===== config.mk =====
export PLATFORM = sky130hd
export DESIGN_NAME = conv3x3_stream_engine
export DESIGN_NICKNAME = d
export VERILOG_FILES = /design/src/rtl/conv3x3_stream_engine.sv
export SDC_FILE = /design/constraint.sdc
export NUM_CORES = 2
export LEC_CHECK = 0
export ABC_AREA = 1
export ABC_CLOCK_PERIOD_IN_PS = 11140
export BUFFER_PORTS_ARGS = -buffer_cell sky130_fd_sc_hd__buf_2
export CORE_UTILIZATION = 55
export DETAILED_ROUTE_END_ITERATION = 7
export PLACE_DENSITY = 0.71
export RECOVER_POWER = 50
export SLEW_MARGIN = 15
export SYNTH_ARGS = -nofsm -noshare
export SYNTH_HDL_FRONTEND = slang
export SYNTH_SLANG_ARGS = --single-unit

===== constraint.sdc =====
create_clock -name clk -period 11.14 [get_ports clk]
set_input_delay 2.228 -clock clk [delete_from_list [all_inputs] [get_ports clk]]
set_output_delay 2.228 -clock clk [all_outputs]
set_load 0.005 [all_outputs]

===== src/rtl/conv3x3_stream_engine.sv =====
// Streaming 3x3 pixel engine: bypass, invert or valid-region convolution with
// shift/saturate; mode, shift and weights are latched per frame at pixel (0,0).
module conv3x3_stream_engine #(
  parameter int DATA_WIDTH = 8,
  parameter int COEF_WIDTH = 8,
  parameter int IMG_WIDTH  = 32,
  parameter int IMG_HEIGHT = 8
) (
  input  logic                  clk,
  input  logic                  rstn,
  input  logic                  in_valid,
  output logic                  in_ready,
  input  logic [DATA_WIDTH-1:0] in_data,
  output logic                  out_valid,
  input  logic                  out_ready,
  output logic [DATA_WIDTH-1:0] out_pixel,
  output logic                  out_last,
  input  logic                  reg_write_en,
  input  logic [4:0]            reg_addr,
  input  logic [7:0]            reg_wdata,
  output logic [7:0]            reg_rdata
);
  localparam int CB = $clog2(IMG_WIDTH);
  localparam int RB = $clog2(IMG_HEIGHT);
  localparam int PW = DATA_WIDTH + 1 + COEF_WIDTH;
  localparam int AW = DATA_WIDTH + COEF_WIDTH + 4;
  localparam logic signed [AW-1:0] PIX_MAX = AW'((1 << DATA_WIDTH) - 1);

  typedef enum logic [1:0] {
    MODE_BYPASS = 2'd0,
    MODE_INVERT = 2'd1,
    MODE_CONV   = 2'd2,
    MODE_RSVD   = 2'd3
  } mode_e;

  mode_e                        ctrl_q, act_mode, cur_mode;
  logic [3:0]                   shift_q, act_shift, cur_shift;
  logic [7:0]                   frame_cnt;
  logic signed [COEF_WIDTH-1:0] w_q   [9];
  logic signed [COEF_WIDTH-1:0] act_w [9];

  logic [CB-1:0]         col;
  logic [RB-1:0]         row;
  logic                  started, stall, accept, first, col_end, row_end;
  logic [DATA_WIDTH-1:0] lb0 [IMG_WIDTH];
  logic [DATA_WIDTH-1:0] lb1 [IMG_WIDTH];
  logic [DATA_WIDTH-1:0] win [9];

  logic                  s1_valid, s1_conv, s1_last;
  logic [DATA_WIDTH-1:0] s1_pix;
  logic [3:0]            s1_shift;
  logic                  s2_valid, s2_conv, s2_last;
  logic [DATA_WIDTH-1:0] s2_pix;
  logic [3:0]            s2_shift;
  logic signed [PW-1:0]  prod [9];
  logic signed [AW-1:0]  acc, shifted;
  logic [DATA_WIDTH-1:0] result;

  assign stall     = out_valid && !out_ready;
  assign in_ready  = started && !stall;
  assign accept    = in_valid && in_ready;
  assign first     = (row == '0) && (col == '0);
  assign col_end   = col == CB'(IMG_WIDTH - 1);
  assign row_end   = row == RB'(IMG_HEIGHT - 1);
  // Pixel (0,0) must already see the configuration it is shadowing.
  assign cur_mode  = first ? ctrl_q : act_mode;
  assign cur_shift = first ? shift_q : act_shift;

  always_comb begin
    reg_rdata = '0;
    case (reg_addr)
      5'h00:   reg_rdata = 8'(ctrl_q);
      5'h01:   reg_rdata = 8'(shift_q);
      5'h02:   reg_rdata = frame_cnt;
      default: begin
        for (int unsigned k = 0; k < 9; k++)
          if (reg_addr == 5'(k + 4)) reg_rdata = 8'(w_q[k]);
      end
    endcase
  end

  always_ff @(posedge clk or negedge rstn) begin
    if (!rstn) begin
      started   <= 1'b0;
      ctrl_q    <= MODE_BYPASS;
      shift_q   <= '0;
      act_mode  <= MODE_BYPASS;
      act_shift <= '0;
      for (int unsigned k = 0; k < 9; k++) begin
        w_q[k]   <= '0;
        act_w[k] <= '0;
      end
    end else begin
      started <= 1'b1;
      if (reg_write_en) begin
        if (reg_addr == 5'h00) ctrl_q <= mode_e'(reg_wdata[1:0]);
        if (reg_addr == 5'h01) shift_q <= reg_wdata[3:0];
        for (int unsigned k = 0; k < 9; k++)
          if (reg_addr == 5'(k + 4)) w_q[k] <= COEF_WIDTH'($signed(reg_wdata));
      end
      if (accept && first) begin
        act_mode  <= ctrl_q;
        act_shift <= shift_q;
        for (int unsigned k = 0; k < 9; k++) act_w[k] <= w_q[k];
      end
    end
  end

  always_ff @(posedge clk or negedge rstn) begin
    if (!rstn) begin
      col       <= '0;
      row       <= '0;
      frame_cnt <= '0;
    end else if (accept) begin
      if (col_end) begin
        col <= '0;
        if (row_end) begin
          row       <= '0;
          frame_cnt <= frame_cnt + 8'd1;
        end else begin
          row <= row + 1'b1;
        end
      end else begin
        col <= col + 1'b1;
      end
    end
  end

  // Line buffers hold rows r-1 (lb0) and r-2 (lb1); the window doubles as the S1 register.
  always_ff @(posedge clk) begin
    if (accept) begin
      lb0[col] <= in_data;
      lb1[col] <= lb0[col];
      win[0] <= win[1]; win[1] <= win[2]; win[2] <= lb1[col];
      win[3] <= win[4]; win[4] <= win[5]; win[5] <= lb0[col];
      win[6] <= win[7]; win[7] <= win[8]; win[8] <= in_data;
    end
  end

  always_ff @(posedge clk or negedge rstn) begin
    if (!rstn) begin
      s1_valid <= 1'b0; s1_conv <= 1'b0; s1_last <= 1'b0; s1_pix <= '0; s1_shift <= '0;
      s2_valid <= 1'b0; s2_conv <= 1'b0; s2_last <= 1'b0; s2_pix <= '0; s2_shift <= '0;
      for (int unsigned k = 0; k < 9; k++) prod[k] <= '0;
      out_valid <= 1'b0;
      out_pixel <= '0;
      out_last  <= 1'b0;
    end else if (!stall) begin
      s1_valid <= accept && (cur_mode != MODE_CONV ||
                             (row >= RB'(2) && col >= CB'(2)));
      if (accept) begin
        s1_conv  <= cur_mode == MODE_CONV;
        s1_pix   <= (cur_mode == MODE_INVERT) ? ~in_data : in_data;
        s1_last  <= row_end && col_end;
        s1_shift <= cur_shift;
      end
      s2_valid <= s1_valid;
      s2_conv  <= s1_conv;
      s2_last  <= s1_last;
      s2_pix   <= s1_pix;
      s2_shift <= s1_shift;
      for (int unsigned k = 0; k < 9; k++)
        prod[k] <= PW'($signed({1'b0, win[k]})) * PW'(act_w[k]);
      out_valid <= s2_valid;
      out_last  <= s2_valid && s2_last;
      if (s2_valid) out_pixel <= result;
    end
  end

  always_comb begin
    acc = '0;
    for (int unsigned k = 0; k < 9; k++) acc = acc + AW'(prod[k]);
    shifted = acc >>> s2_shift;
    result  = s2_pix;
    if (s2_conv) begin
      if (shifted[AW-1])         result = '0;
      else if (shifted > PIX_MAX) result = '1;
      else                        result = shifted[DATA_WIDTH-1:0];
    end
  end
endmodule


== Word-level counts from Yosys, hierarchy flattened ==
Memory sizes are Yosys's and may differ from the RTL's.
Index checks and enable logic that the tools add are counted.
Cells by class
  $mul: 9
  reductions and logical operators: 30
  add/subtract/negate cells: 11
  shift operators: 1
  eq/ne operators: 16
  multiplexer cells: 20
  order comparisons: 3
  bitwise logic cells: 2
Operators by type and width (number)
  9-bit by 8-bit multiplier with 17-bit output: 9
  8-bit 2-to-1 mux: 13
  20-bit by 17-bit adder with 20-bit output: 5
  2-bit AND reduction: 14
  5-bit by 4-bit == test with 1-bit output, second input constant: 5
  8-bit one-hot mux with 3 select lines: 1
  19-bit by 17-bit adder with 20-bit output: 1
  5-bit by 3-bit == test with 1-bit output, second input constant: 4
  20-bit by 9-bit > comparator with 1-bit output, second input constant: 1
  20-bit by 4-bit >>> shifter with 20-bit output: 1
  18-bit by 17-bit adder with 19-bit output: 1
  17-bit by 17-bit adder with 18-bit output: 1
  5-bit logical NOT: 2
  1-bit logical AND: 9
  8-bit by 1-bit adder with 8-bit output, second input constant: 1
  8-bit NOT: 1
  5-bit by 1-bit adder with 5-bit output, second input constant: 1
  5-bit by 1-bit == test with 1-bit output, second input constant: 1
  5-bit by 2-bit == test with 1-bit output, second input constant: 1
  5-bit == test, second input constant: 1
  5-bit by 2-bit >= comparator with 1-bit output, second input constant: 1
  5-bit 2-to-1 mux: 1
  4-bit 2-to-1 mux: 1
  3-bit by 1-bit adder with 3-bit output, second input constant: 1
  other kinds (13): 15
Word-level totals
  register bits after elaboration: 366
  RAM bits: 584
  memories kept: 3
Memories
  lb0: depth 32, bits a word 8, read ports 1, clocked after Yosys merged registers in 0, wr ports 1, RTL line 45  | logic [DATA_WIDTH-1:0] lb0 [IMG_WIDTH];
  lb1: depth 32, bits a word 8, read ports 1, clocked after Yosys merged registers in 0, wr ports 1, RTL line 46  | logic [DATA_WIDTH-1:0] lb1 [IMG_WIDTH];
  win: depth 9, bits a word 8, read ports 9, clocked after Yosys merged registers in 0, wr ports 9, RTL line 47  | logic [DATA_WIDTH-1:0] win [9];

== Longest topological paths before layout ==
  depth after elaboration: 13
  gate-level depth with buffers: 30
  gate-level depth less buffers: 29

== Least setup slack after synthesis ==
OpenSTA, ideal clock, no wires.
  path type: input port to flip-flop
  from: in out_ready
  to: mem lb0[0][0], enable pin
  path buffers: 1
  data required time: 10751 ps
  setup slack: 4405 ps
  arrival: 6347 ps
  cell stages on the path: 7
  library setup time: 389 ps
  cell sequence: nor2_1 -> nor2_1 -> nand2_1 -> inv_1 -> clkbuf_1 -> nand2_1 -> nor2_1
Between the ends
  cells in the longest elaborated chain, start to end: 7
RTL lines
  start, declared: RTL line 15  | input logic out_ready,
  1-bit logical NOT: RTL line 59  | assign stall = out_valid && !out_ready;
  1-bit logical AND: RTL line 59
  1-bit logical NOT
  1-bit logical AND: RTL line 60  | assign in_ready = started && !stall;
  named net in_ready: RTL line 12  | output logic in_ready,
  1-bit logical AND: RTL line 61  | assign accept = in_valid && in_ready;
  named net accept: RTL line 44  | logic started, stall, accept, first, col_end, row_end;
  1-bit 2-to-1 mux: RTL line 131  | if (accept) begin
  1-bit 2-to-1 mux (not written as such): RTL line 132  | lb0[col] <= in_data;
  end, declared: RTL line 45
The timed path passes the listed nets, and every way through them passes these cells.

== Worst setup path after layout ==
  from: reg col[0]
  to: mem lb1[1][1], data pin
Between the ends
  cells in the longest elaborated chain, start to end: 1
RTL lines
  start, declared: RTL line 42  | logic [CB-1:0] col;
  start signal, assigned: RTL line 124  | col <= col + 1'b1;
  memory 32 x 8 bit
  end, declared: RTL line 46
No other way between the ends.

==> reports/results.tsv <==
metric	value	unit
nature_of_the_critical_path_endpoint	register	
chipWidth	334	um
tritoncts	built	
dpl-instance-area	0.0622	mm2
clock_latency	0.72	ns
cts.path.max_buffers	3	
root_buffer_master	sky130_fd_sc_hd__clkbuf_16	
failed_checks	max-capacitance violations, max-slew violations	
grt_pass1_wl	240000	um
layout_min_cycle_time	8.34	ns
ys_seq_area_share	44.0	%
outcome	finished with violations	
htree_num_levels	3	
synth_largest_type_area_fraction	28.9	%
power-per-cell-area	218	mW/mm2
synthesis.nets	7225	
cells_on_worst_reg2reg_path	7	
die_y	334	um
synth_top_cells_by_count	1287 x sky130_fd_sc_hd__nand2_1, 1149 x sky130_fd_sc_hd__inv_1, 596 x sky130_fd_sc_hd__o21ai_0	
final_number_of_hold_violating_endpoints	0	
routabilityCongestion	0.936	
clock_sinks	950	
grt-ovfl-total	0	
ant_nets	0	
crit_type	reg2reg	
postSynthRegisterBits	950	
worstPathRequired	11.46	ns
route.detailed.vias_per_inst	5.43	
area_delta_synth_final	7.72	%
clk_pin_slew_worst_paths	0.06	ns
path_max_fanout	88	
detail_route.wirelength	152000	um
nets	7120	
hpwl	110000	um
cts_hold_repair.buffers	0	
drv_slew	673	
start_util	55.6	%
max_cap_violations	15	
drtIter0Drc	3584	
die-area	0.112	mm2
cp_data_arrival_time	8.65	ns
post_synth.cell_area_avg	9.60	um2
std_cell_rows	121	
startpoint_class	register	
synth_async_sr_flop_share	38.5	%
regToRegStartpoint	col[0]	
groute.usage.overall	27.9	%
grt_max_degree	229	
final_min_period_over_clock_period	74.8	%
synth.largest_area_cell	sky130_fd_sc_hd__edfxtp_1	
post_cts_resize_count	0	
post_synth_instance_area	0.0607	mm2
synth_area_leaders	sky130_fd_sc_hd__edfxtp_1 29%, sky130_fd_sc_hd__dfrtp_1 15%, sky130_fd_sc_hd__fa_1 15%	
holdPathStages	2	
io_buffer_count	44	
avgRoutedWirePerCell	19.5	um
synth-warning-count	0	
static-leakage-power	31.4	nW
post_cts_buffers	0	
clock_skew	0.0416	ns
max-slew-margin-rel	-152	%
setup_viol	0	
cts-buffers-inserted	99	
core_area	0.109	mm2
max_clock_freq	120	MHz
final_design_area_no_fill	0.0654	mm2
grt_pass1_vias	42573	
initial_antenna_violation_count	7	
hold_path_class	reg2reg	
first_drt_pass_iteration_count	5	
rsz0062_at_grt	no	
synthMostInstantiatedCell	sky130_fd_sc_hd__nand2_1	
tns	0	ns
layout-drive-gt1-share	5.30	%
detailroute.via_count	42280	
drt_drc_violations_left	0	
critPathLaunch	col[0]	
vdd_drop_max	0.238	mV
tightestPinTransition	3.78	ns
synthDistinctLibCells	49	
holdCritStartpoint	act_mode[1]	
syn-instance-count	6328	
io_pins	45	
synth-edff-count	584	
synth_top_flop_cell	sky130_fd_sc_hd__edfxtp_1	
-- final cells by class --
type,count,area [um2]
fillers,9103,43700
clock buffers,127,2720
well taps,1476,1850
inverters,1169,4400
diodes,6,15.0
repair buffers,103,642
flip-flops and latches,950,26700
multi-input cells,3900,28500
clock inverters,57,621
-- final timing paths --
check / end / slack (ns)
worst max-delay path: lb1[1][1] / 2.80
min in group asynchronous: prod[137] / 2.86
worst max register to register: lb1[1][1] / 2.80
max in group asynchronous: s1_pix[5] / 5.14
worst min-delay path: act_mode[1] / 0.48
worst min register to register: act_mode[1] / 0.48
-- state kept, by name (all words and copies together), names as in the netlist, 2 cells and up --
register	flops
w_q	72
shift_q	4
col	5
s1_shift	4
lb1	256
ctrl_q	2
s2_shift	4
out_pixel	8
win	72
row	3
s2_pix	8
act_w	72
act_mode	2
s1_pix	8
lb0	256
frame_cnt	8
prod	153
act_shift	4
-- stage by stage --
stage	utilization (%)	instances	total power, mW	hold slack, ns	setup WS (ns)
5_1_grt	59.9	7782	15.2	0.502	2.17
4_1_cts	60.0	7782	14.2	0.483	4.39
2_1_floorplan	-	6328	9.01	0.424	4.40
3_3_place_gp	56.9	7598	10.7	0.463	4.41
3_5_place_dp	56.9	7598	10.9	0.468	4.39
6_report	59.9	7788	14.2	0.483	2.80
-- critical path: stages, from the launching register on --
cell and delay (ns):
sky130_fd_sc_hd__dfrtp_4 0.66, sky130_fd_sc_hd__clkbuf_1 2.33, sky130_fd_sc_hd__clkbuf_1 2.69, sky130_fd_sc_hd__o21ai_0 0.40, sky130_fd_sc_hd__o22ai_1 0.34, sky130_fd_sc_hd__a221oi_1 0.18, sky130_fd_sc_hd__nand2_1 0.28, sky130_fd_sc_hd__clkbuf_1 0.97
-- kinds of logic after synthesis --
logic type / count (synthesis) / share of synthesized area (%)
multiplexers: 1 / 0.0165
AO/OA/AOI/OAI: 1016 / 9.43
buffers and inverters: 1478 / 9.16
flip-flops: 950 / 44.0
XOR/XNOR: 84 / 1.21
other: 1 / 0.00618
AND/OR/NAND/NOR: 1927 / 12.6
adder cells (fa/ha/maj): 871 / 23.6
-- cells in the final DEF (no fill, tap or decap), drive strengths merged, types with 82 or more instances in the layout --
master,synthesis,layout
nand2,1292,1292
inv,1159,1158
o21ai,609,609
edfxtp,584,584
fa,454,454
nor2,432,432
ha,417,417
dfrtp,366,366
clkbuf,286,148
o22ai,143,143
a21oi,128,128
nand3,108,108
buf,23,82
-- metal layers --
metal	track usage [%]	wire (um)	vias to the layer above
met2	46.0	72700	1264
met5	0	39	-
li1	-	-	19945
met1	37.5	63600	20801
met3	3.66	9670	264
met4	11.4	6210	6
-- where the power goes --
| group | leakage [nW] | total (mW) | internal [mW] | switching (mW) |
|---|---|---|---|---|
| sequential | 10.1 | 4.96 | 4.51 | 0.448 |
| clock | 1.62 | 3.36 | 1.92 | 1.44 |
| combinational | 19.7 | 5.90 | 1.85 | 4.05 |
| total | 31.4 | 14.2 | 8.29 | 5.94 |
Power figures use the tool's default switching activity.
